File: src/rtl/sort8_frame_loader.sv
// Packs a valid/ready byte stream into 8-slot frames, pads short frames,
// and holds each frame on a1..h1 until the downstream sorter accepts it.
module sort8_frame_loader #(
    parameter int                 WIDTH     = 8,
    parameter logic [WIDTH-1:0]   PAD_VALUE = 8'hFF
) (
    input  logic             clk,
    input  logic             rst_n,
    input  logic             s_valid,
    output logic             s_ready,
    input  logic [WIDTH-1:0] s_data,
    input  logic             s_last,
    output logic [WIDTH-1:0] a1,
    output logic [WIDTH-1:0] b1,
    output logic [WIDTH-1:0] c1,
    output logic [WIDTH-1:0] d1,
    output logic [WIDTH-1:0] e1,
    output logic [WIDTH-1:0] f1,
    output logic [WIDTH-1:0] g1,
    output logic [WIDTH-1:0] h1,
    output logic             frame_valid,
    input  logic             frame_ready,
    output logic [3:0]       frame_count,
    output logic [15:0]      frames_sent
);

    localparam logic [0:0] FILL = 1'b0;
    localparam logic [0:0] HOLD = 1'b1;

    logic [0:0]  state_reg, state_next;
    logic [2:0]  index_reg, index_next;
    logic        frame_valid_reg, frame_valid_next;
    logic [3:0]  frame_count_reg, frame_count_next;
    logic [15:0] frames_sent_reg, frames_sent_next;

    logic xfer;
    logic close;
    logic rel;

    logic [7:0][WIDTH-1:0] slots;

    assign s_ready = (state_reg == FILL);
    assign xfer    = s_valid && s_ready;
    assign close   = xfer && ((index_reg == 3'd7) || s_last);
    assign rel     = frame_valid_reg && frame_ready;

    always_comb begin
        state_next       = state_reg;
        index_next       = index_reg;
        frame_valid_next = frame_valid_reg;
        frame_count_next = frame_count_reg;
        frames_sent_next = frames_sent_reg;
        case (state_reg)
            FILL: begin
                if (close) begin
                    state_next       = HOLD;
                    index_next       = 3'd0;
                    frame_valid_next = 1'b1;
                    frame_count_next = {1'b0, index_reg} + 4'd1;
                end else if (xfer) begin
                    index_next = index_reg + 3'd1;
                end
            end
            default: begin
                if (rel) begin
                    state_next       = FILL;
                    frame_valid_next = 1'b0;
                    frames_sent_next = frames_sent_reg + 16'd1;
                end
            end
        endcase
    end

    always_ff @(posedge clk or negedge rst_n) begin
        if (!rst_n) begin
            state_reg       <= FILL;
            index_reg       <= 3'd0;
            frame_valid_reg <= 1'b0;
            frame_count_reg <= 4'd0;
            frames_sent_reg <= 16'd0;
        end else begin
            state_reg       <= state_next;
            index_reg       <= index_next;
            frame_valid_reg <= frame_valid_next;
            frame_count_reg <= frame_count_next;
            frames_sent_reg <= frames_sent_next;
        end
    end

    // Each slot takes the byte aimed at it, or the pad when the frame closes below it.
    generate
        for (genvar gi = 0; gi < 8; gi++) begin : gen_slot
            localparam logic [2:0] SLOT = 3'(gi);
            logic [WIDTH-1:0] slot_reg;

            always_ff @(posedge clk or negedge rst_n) begin
                if (!rst_n) begin
                    slot_reg <= '0;
                end else if (xfer) begin
                    if (index_reg == SLOT) begin
                        slot_reg <= s_data;
                    end else if (close && (index_reg < SLOT)) begin
                        slot_reg <= PAD_VALUE;
                    end
                end
            end

            assign slots[gi] = slot_reg;
        end
    endgenerate

    assign a1 = slots[0];
    assign b1 = slots[1];
    assign c1 = slots[2];
    assign d1 = slots[3];
    assign e1 = slots[4];
    assign f1 = slots[5];
    assign g1 = slots[6];
    assign h1 = slots[7];

    assign frame_valid = frame_valid_reg;
    assign frame_count = frame_count_reg;
    assign frames_sent = frames_sent_reg;

endmodule

File: config.mk
export PLATFORM = sky130hd
export DESIGN_NAME = sort8_frame_loader
export DESIGN_NICKNAME = d
export VERILOG_FILES = /design/src/rtl/sort8_frame_loader.sv
export SDC_FILE = /design/constraint.sdc
export NUM_CORES = 1
export LEC_CHECK = 0
export ABC_AREA = 0
export BUFFER_PORTS_ARGS = -buffer_cell sky130_fd_sc_hd__buf_2
export CORE_ASPECT_RATIO = 1.4
export CORE_MARGIN = 3
export CORE_UTILIZATION = 51
export DETAILED_ROUTE_END_ITERATION = 8
export PLACE_DENSITY = 0.78
export SLEW_MARGIN = 20
export SYNTH_ARGS = -nofsm -noshare
export SYNTH_HDL_FRONTEND = slang
export SYNTH_SLANG_ARGS = --single-unit
File: constraint.sdc
create_clock -name clk -period 2.3 [get_ports clk]
set_input_delay 0.23 -clock clk [delete_from_list [all_inputs] [get_ports clk]]
set_output_delay 0.23 -clock clk [all_outputs]
set_load 0.01 [all_outputs]
; ---- After elaboration in Yosys (flattened, before gate mapping)
; Index checks and enable logic that the tools add are counted.
[totals]
wordCells = 92
in_bits = 13
out_inout_bits = 86
regBits = 89
[op_classes]
eq_ne = 8
addsub = 3
muxes = 24
n_lt_le_gt_ge = 8
bitwise_logic = 1
reduce_logical = 35
[ops]
columns = cell, n
row1 = $mux 8, 16
row2 = $reduce_and 2->1, 12
row3 = $reduce_bool 2->1, 10
row4 = $add 16x1->16 const B, 1
row5 = $eq 3x3->1 const B, 4
row6 = $lt 3x3->1 const B, 4
row7 = $logic_and 1x1->1, 11
row8 = $eq 3x2->1 const B, 2
row9 = $lt 3x1->1 const B, 2
row10 = $lt 3x2->1 const B, 2
row11 = $mux 1, 6
row12 = $mux 3, 2
row13 = $add 3x1->4 const B, 1
row14 = $add 3x1->3 const B, 1
row15 = $eq 3x1->1 const B, 1
row16 = $logic_not 3->1, 1
row17 = $ne 2x1->1 const B, 1
row18 = $logic_or 1x1->1, 1
row19 = $not 1->1, 1

; ---- Logic depth before layout (Yosys ltp)
; Gate-level depths: netlist of run 1.
[depth]
depth_word = 6
ltp_mapped = 6
depth_no_buf = 6

; ---- Least setup slack after synthesis of run 1
; No wires, ideal clock.
[synth_timing]
path_kind = flip-flop to flip-flop
start = reg index_reg[0]
end = reg gen_slot[4].slot_reg[0] (netlist: e1[0])
synth_period_minus_slack_ns = 1.817
t_arrival_ns = 1.751
n_path_buf = 0
stages_incl_launch_ff = 6
setup_ns = 0.066
path_slack_ns = 0.483
t_required_ns = 2.234
cell_sequence = dfrtp_1 -> ha_1 -> ha_1 -> nor2_1 -> o31ai_1 -> o22a_1
[synth_between]
elab_chain_len = 6
word_cells_on_any_way = 9
classes_between = order compare (1) / eq/ne (2) / mux (1) / reduce/logical (5)
[synth_rtl]
columns = element, line
row1 = "start, declared", 31  ; logic [2:0] index_reg, index_next;
row2 = "start signal, assigned", 83  ; index_reg <= index_next;
row3 = branches (longest 6 deep; another with $lt 3x3->1), -
row4 = "end signal, assigned", 101  ; slot_reg <= s_data;
row5 = "end, declared", 94  ; logic [WIDTH-1:0] slot_reg;
; Parallel ways; which one is timed is not known.
; A chain may end at the register's enable or synchronous reset.

; ---- Worst setup path in the final report of run 1
[layout_timing]
start = reg index_reg[0]
end = reg gen_slot[2].slot_reg[6] (netlist: c1[6])
[layout_between]
elab_chain_len = 6
word_cells_on_any_way = 9
classes_between = order compare (1) / eq/ne (2) / mux (1) / reduce/logical (5)
[layout_rtl]
columns = element, line
row1 = branches (longest 6 deep; another with $lt 3x2->1), -
row2 = "end signal, assigned", 101
row3 = "end, declared", 94
; Parallel ways; which one is timed is not known.

==> results of run 1 <==
[cells by family after synthesis]
group / count (synthesis) / share of synthesized area
AOI/OAI and AO/OA: 71 / 0.166
adders and majority gates: 7 / 0.0250
muxes: 10 / 0.0321
DFF: 89 / 0.635
and+or+nand+nor: 57 / 0.0842
xor gates and xnor gates: 15 / 0.0375
buffers and inverters: 18 / 0.0203
[final timing paths]
kind | end | depth (start not counted) | startpoint | slack [ns]
max in group asynchronous | h1[3]$_DFFE_PN0P_ | 3 | rst_n | 1.25
worst max register to register | c1[6]$_DFFE_PN0P_ | 6 | index_reg[0]$_DFFE_PN0P_ | 0.25
worst min-delay path | state_reg$_DFF_PN0_ | 4 | frame_ready | 0.20
worst min register to register | frames_sent[15]$_DFFE_PN0P_ | 1 | frames_sent[15]$_DFFE_PN0P_ | 0.47
min in group asynchronous | e1[5]$_DFFE_PN0P_ | 2 | rst_n | 0.40
worst max-delay path | c1[6]$_DFFE_PN0P_ | 6 | index_reg[0]$_DFFE_PN0P_ | 0.25
[what timing repair did]
| action | in CTS | in global routing |
|---|---|---|
| hold buffers | 1 | 0 |
| gates resized for setup | 0 | 2 |
| endpoints found under the hold margin | 41 | 0 |
| endpoints found under the setup margin | 0 | 16 |
[critical path, delay by kind of cell (launching register included)]
kind / cells / cell delay, ns
flip-flops: 1 / 0.47
AND/OR/NAND/NOR: 2 / 0.44
adder cells (fa/ha/maj): 2 / 0.52
AO/OA/AOI/OAI: 2 / 0.51
[power by group through the flow]
stage	Sequential, uW	Combinational, uW	Clock (uW)
finish	2390	1630	1090
global route	2460	1790	1170
CTS	2390	1650	1110
detailed placement	2420	1650	0
global placement	2390	1600	0
floorplan	2590	739	0
[per-stage QoR]
stage	std cells	worst slack, ns	instance area, um2	hold slack (ns)
floorplan	267	0.483	3510	-0.0656
CTS	467	0.109	4320	0.176
global placement	450	0.267	4100	0.245
global route	467	0.0726	4330	0.194
detailed placement	450	0.118	4100	0.250
finish	467	0.246	4330	0.201
[layout make-up]
type | instances | area [um2] | area share
Clock inverter | 5 | 62.6 | 0.0145
Timing Repair Buffer | 104 | 541 | 0.125
Inverter | 6 | 22.5 | 0.00521
Sequential cell | 89 | 2230 | 0.515
Multi-Input combinational cell | 160 | 1220 | 0.281
Tap cell | 92 | 115 | 0.0266
Clock buffer | 11 | 141 | 0.0327
[synth_stat cells, drive strengths merged, types with 6 or more instances]
| cell | instances | area (um2) |
|---|---|---|
| xnor2 | 8 | 70.1 |
| buf | 11 | 45.0 |
| nand2 | 22 | 82.6 |
| ha | 7 | 87.6 |
| mux2 | 10 | 113 |
| xor2 | 7 | 61.3 |
| inv | 6 | 22.5 |
| nor2 | 9 | 33.8 |
| dfrtp | 89 | 2230 |
| nand3 | 9 | 45.0 |
| o22a | 56 | 490 |
| o21ai | 8 | 43.8 |
[layer usage]
layer	global-route usage	routed length [um]	share of wire
met5	0	0	0
met2	0.363	4150	0.52
met1	0.261	3370	0.42
met4	0.0687	54	0.0067
met3	0.0555	439	0.055
==> metrics.txt, run 1 <==
max-slew violations 0; CP Launch Type flip-flop; CTS tree done; Crit-path slowest cell dfrtp_1; number of synthesized flops with an enable pin 0; Setup Viol. Count Final 0; Initial Util 0.530; min Tclk post-route 2.05 ns; Yosys reg bits 89; Die Area 7920 um2; Logic pwr share 0.320; drt pass-1 iters 4; Post-CTS Setup Bufs 0; crit path DAT 2.29 ns; DR vias/cell 5.45; gpl congestion 0.833; area grow syn2layout 23.4%; max-cap viol count 0; # rows 35; Synth async-reset ratio 1.00; initial antenna violation count 0; Root Buffer clkbuf_8; syn nets 287; clock skew 0.0144 ns; Syn Inst Count 267; Sw Share 0.344; status completed; number of routed nets with antenna violations 0; sequential-to-total area share from yosys stat 0.635; kind of critical path reg -> reg; Reg power frac 0.468; CP max FO 9; GRT Util Overall 0.212; vias in the first global route 2,556; Fmax 487 MHz; clock-pin slew on the worst setup and hold paths 0.09 ns; layout cells sized above 1 0.357; gr ovfl total 0; Routed WL per cell 17.2 um; Critical Path RT 2.54 ns; Worst VDD drop 0.000845 V; crit end category flip-flop; final wirelength 8010 um; HPWL Detailed 5840 um; syn avg cell area 13.1 um2; Final period util 0.893; io pins 99; Cell Pwr Density 1180 nW/um2; fill count 545; vias post-DR 2,546; synthesized area 3510 um2; Buffers on Ports 98; most common cell after layout, fill and taps aside buf_2; critical path, cell by cell ha_1, ha_1, nor2_1, nor2_1, o21a_1, o22a_1; ys flop type dfrtp_1; global-route wire length before repair 13,300 um; total negative slack 0 ns; largest net degree at the start of global routing 45; Synth Warn # 0; Critical Path Max Stage Delay 0.47 ns; DRT iter0 DRCs 124; final hold vios 0; TritonCTS buffer count 9; final net count 390; worst slew pin tran 0.574 ns; Die W 76.1 um; Design Power 5100 uW; Int Power 3350 uW; flip-flop count of the largest register after layout 16; die span in y 104 um; Worst slew margin 0.615; CTS H-Tree Depth 3; most frequent cells in the layout 97 x buf_2, 89 x dfrtp_1, 56 x o22a_1, 22 x nand2_1; static leakage 0.00180 uW; synth unique cells 32; core area 6610 um2; drt drc 0; Skew-Pair Late Insertion Delay 0.35 ns; Clock Power Share 0.213; ant diodes 0; RSZ-0062 raised after global routing false; Max clock buf depth 2; final core utilization 0.654; net switching power 1760 uW; Hold Path Class in -> reg; CTS sink count 89
Note: power is estimated with default switching activity, not from simulation.
==> run 2, diff against run 1 <==
--- a/config.mk
+++ b/config.mk
@@ -5,13 +5,13 @@
 export SDC_FILE = /design/constraint.sdc
 export NUM_CORES = 1
 export LEC_CHECK = 0
-export ABC_AREA = 0
+export ABC_AREA = 1
 export BUFFER_PORTS_ARGS = -buffer_cell sky130_fd_sc_hd__buf_2
-export CORE_ASPECT_RATIO = 1.4
+export CORE_ASPECT_RATIO = 0.8
 export CORE_MARGIN = 3
-export CORE_UTILIZATION = 51
+export CORE_UTILIZATION = 53
 export DETAILED_ROUTE_END_ITERATION = 8
-export PLACE_DENSITY = 0.78
+export PLACE_DENSITY = 0.79
 export SLEW_MARGIN = 20
 export SYNTH_ARGS = -nofsm -noshare
 export SYNTH_HDL_FRONTEND = slang
==> metrics.txt, run 2 <==
Hold Path Class in -> reg; Routed WL per cell 14.3 um; Initial Util 0.551; Cell Pwr Density 1130 nW/um2; number of routed nets with antenna violations 0; Crit-path slowest cell dfrtp_1; CP max FO 10; Synth async-reset ratio 1.00; sequential-to-total area share from yosys stat 0.542; Critical Path Max Stage Delay 0.51 ns; ant diodes 0; CTS H-Tree Depth 3; gr ovfl total 0; final core utilization 0.661; Final period util 0.829; flip-flop count of the largest register after layout 16; GRT Util Overall 0.229; crit path DAT 2.21 ns; post-synth top area share 0.542; layout cells sized above 1 0.245; synthesized area 4110 um2; final net count 594; Logic pwr share 0.348; CTS tree done; Buffers on Ports 98; ys flop type dfrtp_1; fill count 637; worst slew pin tran 0.533 ns; RSZ-0062 raised after global routing false; status completed; Post-CTS Setup Bufs 0; largest net degree at the start of global routing 52; cell family with most CP delay simple AND/OR/NAND/NOR gates; min Tclk post-route 1.91 ns; clock skew 0.00822 ns; hold slack 0.164 ns; DRT iter0 DRCs 172; cell count along the critical path 10; Max clock buf depth 2; drt drc 0; most common cell after layout, fill and taps aside nand2_1; drt pass-1 iters 5; Skew-Pair Late Insertion Delay 0.36 ns; Worst VDD drop 0.000681 V; Setup Viol. Count Final 0; die span in y 84.8 um; max-cap viol count 0; Commonest cells post-synth 132 x nand2_1, 91 x nor2_1, 89 x dfrtp_1, 40 x inv_1, 35 x nand3_1; syn avg cell area 8.79 um2; Critical Path RT 2.60 ns; Sw Share 0.381; total negative slack 0 ns; net switching power 2130 uW; dpl cells 667; top post-synthesis cells by area dfrtp_1 54%, nand2_1 12%, nor2_1 8.3%; Root Buffer clkbuf_8; Die W 104 um; number of synthesized flops with an enable pin 0; area grow syn2layout 20.0%; max-slew violations 0; top cell type by total area after synthesis dfrtp_1; critical path, cell by cell ha_1, ha_1, inv_1, nand2_1, nand2_4, nor2_4, nand2_4, nand2_4, nand2_1, nand2_1; static leakage 0.00248 uW; syn nets 488; gpl congestion 0.828; HPWL Detailed 7230 um; Clock Power Share 0.213; Syn Inst Count 468; Yosys reg bits 89; vias in the first global route 3,328; Int Power 3450 uW; Design Power 5580 uW; synth unique cells 28; core area 7460 um2; initial antenna violation count 0; Synth Warn # 0; # rows 28; TritonCTS buffer count 9; global-route wire length before repair 16,100 um; fin cells 684; Fmax 524 MHz; final wirelength 9810 um; crit end category flip-flop; most frequent cell after synthesis nand2_1; hold path cells 3; Worst slew margin 0.644; DR vias/cell 5.07; io pins 99; clock-pin slew on the worst setup and hold paths 0.09 ns; CP bufs+invs 1; Die Area 8860 um2; Reg power frac 0.439; most frequent cells in the layout 132 x nand2_1, 97 x buf_2, 91 x nor2_1, 89 x dfrtp_1, 40 x inv_1; vias post-DR 3,466; reg2reg path depth 10; slack of the worst reg-to-reg path 0.39 ns; CTS sink count 89; CP Launch Type flip-flop; kind of critical path reg -> reg; final hold vios 0
## run 2: metrics by stage
stage,setup slack [ns],area [um2]
2_1_floorplan,0.678,4110
3_3_place_gp,0.523,4700
3_5_place_dp,0.424,4700
4_1_cts,0.391,4930
5_1_grt,0.234,4930
6_report,0.393,4930
## run 2: per-layer routing
layer,routed length (um),track usage
met5,0,0
met1,4540,0.322
met4,117,0.0640
met2,4440,0.342
met3,719,0.0776
## run 2: cell type report
| cell class | count | area [um2] | share of cell area |
|---|---|---|---|
| Clock buffer | 12 | 145 | 0.0294 |
| Inverter | 42 | 158 | 0.0320 |
| Multi-Input combinational cell | 331 | 1660 | 0.337 |
| Sequential cell | 89 | 2230 | 0.452 |
| Timing Repair Buffer | 101 | 531 | 0.108 |
| Clock inverter | 4 | 76.3 | 0.0155 |
| Tap cell | 105 | 131 | 0.0266 |
## run 2: worst paths after layout
kind                                          startpoint                        to
worst max-delay path            index_reg[1]$_DFFE_PN0P_         d1[3]$_DFFE_PN0P_
worst min-delay path                           s_data[7]         g1[7]$_DFFE_PN0P_
worst max register to register  index_reg[1]$_DFFE_PN0P_         d1[3]$_DFFE_PN0P_
worst min register to register         f1[7]$_DFFE_PN0P_         f1[7]$_DFFE_PN0P_
max in group asynchronous                          rst_n  index_reg[2]$_DFFE_PN0P_
min in group asynchronous                          rst_n         c1[6]$_DFFE_PN0P_
## run 2: repair_timing
action | 4_1_cts | 5_1_grt
hold endpoints to repair | 38 | 0
hold buffers | 1 | 0
resized for setup | 0 | 0
endpoints found under the setup margin | 0 | 0
## run 2: power by group through the flow
stage | combinational (uW) | clock [uW] | sequential, uW
floorplan | 1000 | 0 | 2640
global placement | 1900 | 0 | 2450
detailed placement | 1960 | 0 | 2480
CTS | 1960 | 1220 | 2450
global route | 2170 | 1270 | 2520
finish | 1940 | 1190 | 2450
## run 2: logic make-up after synthesis
family,synth area share
AOI/OAI and AO/OA,0.0414
xor gates and xnor gates,0.0192
adders and majority gates,0.0213
buffers and inverters,0.0536
DFF,0.542
and+or+nand+nor,0.323
## run 2: worst min-delay path, delay by kind of cell
kind | cells | cell delay, ns
buf+inv | 1 | 0.12
simple gates | 2 | 0.13
==> run 3, diff against run 2 <==
==> constraint.sdc (replaced) <==
create_clock -name clk -period 1.8 [get_ports clk]
set_input_delay 0.18 -clock clk [delete_from_list [all_inputs] [get_ports clk]]
set_output_delay 0.18 -clock clk [all_outputs]
set_load 0.01 [all_outputs]
==> metrics.txt, run 3 (same netlist as run 2, synthesis figures left out) <==
initial antenna violation count 0; layout cells sized above 1 0.257; Design Power 6930 uW; hold slack 0.140 ns; DRT iter0 DRCs 187; Critical Path Max Stage Delay 0.38 ns; reg2reg path depth 10; status completed; worst slew pin tran 0.479 ns; max-cap viol count 0; Int Power 4220 uW; max-slew violations 0; final net count 601; RR Startpoint index_reg[0]$_DFFE_PN0P_; core area 7460 um2; final hold vios 0; Max clock buf depth 2; Critical Path RT 2.04 ns; largest net degree at the start of global routing 41; TritonCTS buffer count 9; most frequent cells in the layout 132 x nand2_1, 97 x buf_2, 90 x nor2_1, 89 x dfrtp_1, 40 x inv_1; Setup Viol. Count Final 0; Buffers on Ports 98; fill count 630; number of routed nets with antenna violations 0; Die Area 8860 um2; Root Buffer clkbuf_8; Logic pwr share 0.379; Clock Power Share 0.178; Reg power frac 0.443; Worst Setup SP index_reg[0]$_DFFE_PN0P_; cell family with most CP delay simple AND/OR/NAND/NOR gates; flip-flop count of the largest register after layout 16; ant diodes 0; crit path DAT 1.85 ns; Routed WL per cell 14.2 um; vias in the first global route 3,374; critical path, cell by cell ha_1, ha_2, inv_1, nand2_1, nand2_4, nor2_4, nand2_4, nand2_4, nand2_1, nand2_1; io pins 99; CP Launch Type flip-flop; multi-input logic area 1670 um2; Initial Util 0.551; RSZ-0062 raised after global routing false; die span in y 84.8 um; area grow syn2layout 20.4%; gr ovfl total 0; # rows 28; kind of critical path reg -> reg; CTS H-Tree Depth 3; Final period util 0.895; HPWL Detailed 7220 um; register area 2230 um2; min Tclk post-route 1.61 ns; crit end category flip-flop; gpl congestion 0.850; drt pass-1 iters 4; clock-pin slew on the worst setup and hold paths 0.08 ns; global-route wire length before repair 16,900 um; Crit-path slowest cell dfrtp_1; total negative slack 0 ns; HP Start s_data[7]; Hold Path Class in -> reg; static leakage 0.00249 uW; DR vias/cell 5.02; hold path cells 3; drt drc 0; Worst slew margin 0.681; Fmax 621 MHz; final wirelength 9810 um; R2R Path End c1[5]$_DFFE_PN0P_; CP bufs+invs 1; slack of the worst reg-to-reg path 0.19 ns; net switching power 2710 uW; Worst VDD drop 0.000690 V; Skew-Pair Late Insertion Delay 0.35 ns; Cell Pwr Density 1400 nW/um2; vias post-DR 3,458; Die W 104 um; CTS tree done; Sw Share 0.391; CTS sink count 89; worst hold endpoint h1[7]$_DFFE_PN0P_; most common cell after layout, fill and taps aside nand2_1; GRT Util Overall 0.240; CP max FO 10; clock skew 0.00652 ns
==> run 3: stage by stage <==
step                       util  cell area, um2  setup WS, ns  std cells
final                     0.663            4950         0.189        689
after global routing      0.663            4950        0.0456        689
after CTS                 0.663            4950         0.109        689
after detailed placement  0.639            4770         0.132        674
after global placement    0.639            4770         0.182        674
after floorplan               -            4110         0.178        468
==> run 3: power by group through the flow <==
stage | registers, uW | clock network [uW] | logic, uW
3_5_place_dp | 3100 | 0 | 2640
5_1_grt | 3160 | 1350 | 2940
6_report | 3070 | 1230 | 2620
4_1_cts | 3070 | 1260 | 2660
3_3_place_gp | 3080 | 0 | 2570
2_1_floorplan | 3370 | 0 | 1280
==> run 3: worst max-delay path by stage <==
stage | to | cells past startpoint
after floorplan | f1[0]$_DFFE_PN0P_ | 9
after global placement | f1[1]$_DFFE_PN0P_ | 9
after detailed placement | f1[6]$_DFFE_PN0P_ | 9
after CTS | f1[4]$_DFFE_PN0P_ | 9
after global routing | c1[5]$_DFFE_PN0P_ | 10
final | c1[5]$_DFFE_PN0P_ | 10
==> run 3: final cells by class <==
type,count,share of cell area
Sequential cell,89,0.450
Inverter,42,0.0318
Tap cell,105,0.0265
Timing Repair Buffer,108,0.120
Multi-Input combinational cell,331,0.337
Clock inverter,2,0.00303
Clock buffer,12,0.0313
==> run 3: layer usage <==
layer  GRT usage  vias to the layer above  share of wire
li1            -                     1694              -
met1       0.349                     1647           0.47
met4      0.0556                        0          0.012
met5           0                        -              0
met3      0.0753                       13          0.074
met2       0.355                      104           0.44
==> run 3: worst reg2reg max path: stages (launching register included) <==
cell and delay, ns:
dfrtp_1 0.38, ha_1 0.22, ha_2 0.21, inv_1 0.06
nand2_1 0.08, nand2_4 0.15, nor2_4 0.07, nand2_4 0.12
nand2_4 0.09, nand2_1 0.07, nand2_1 0.06
==> run 3: timing repair <==
item | CTS | global route
hold endpoints to repair | 34 | 0
endpoints found under the setup margin | 0 | 9
setup buffers | 0 | 0
gates resized for setup | 0 | 2
hold buffers | 1 | 0
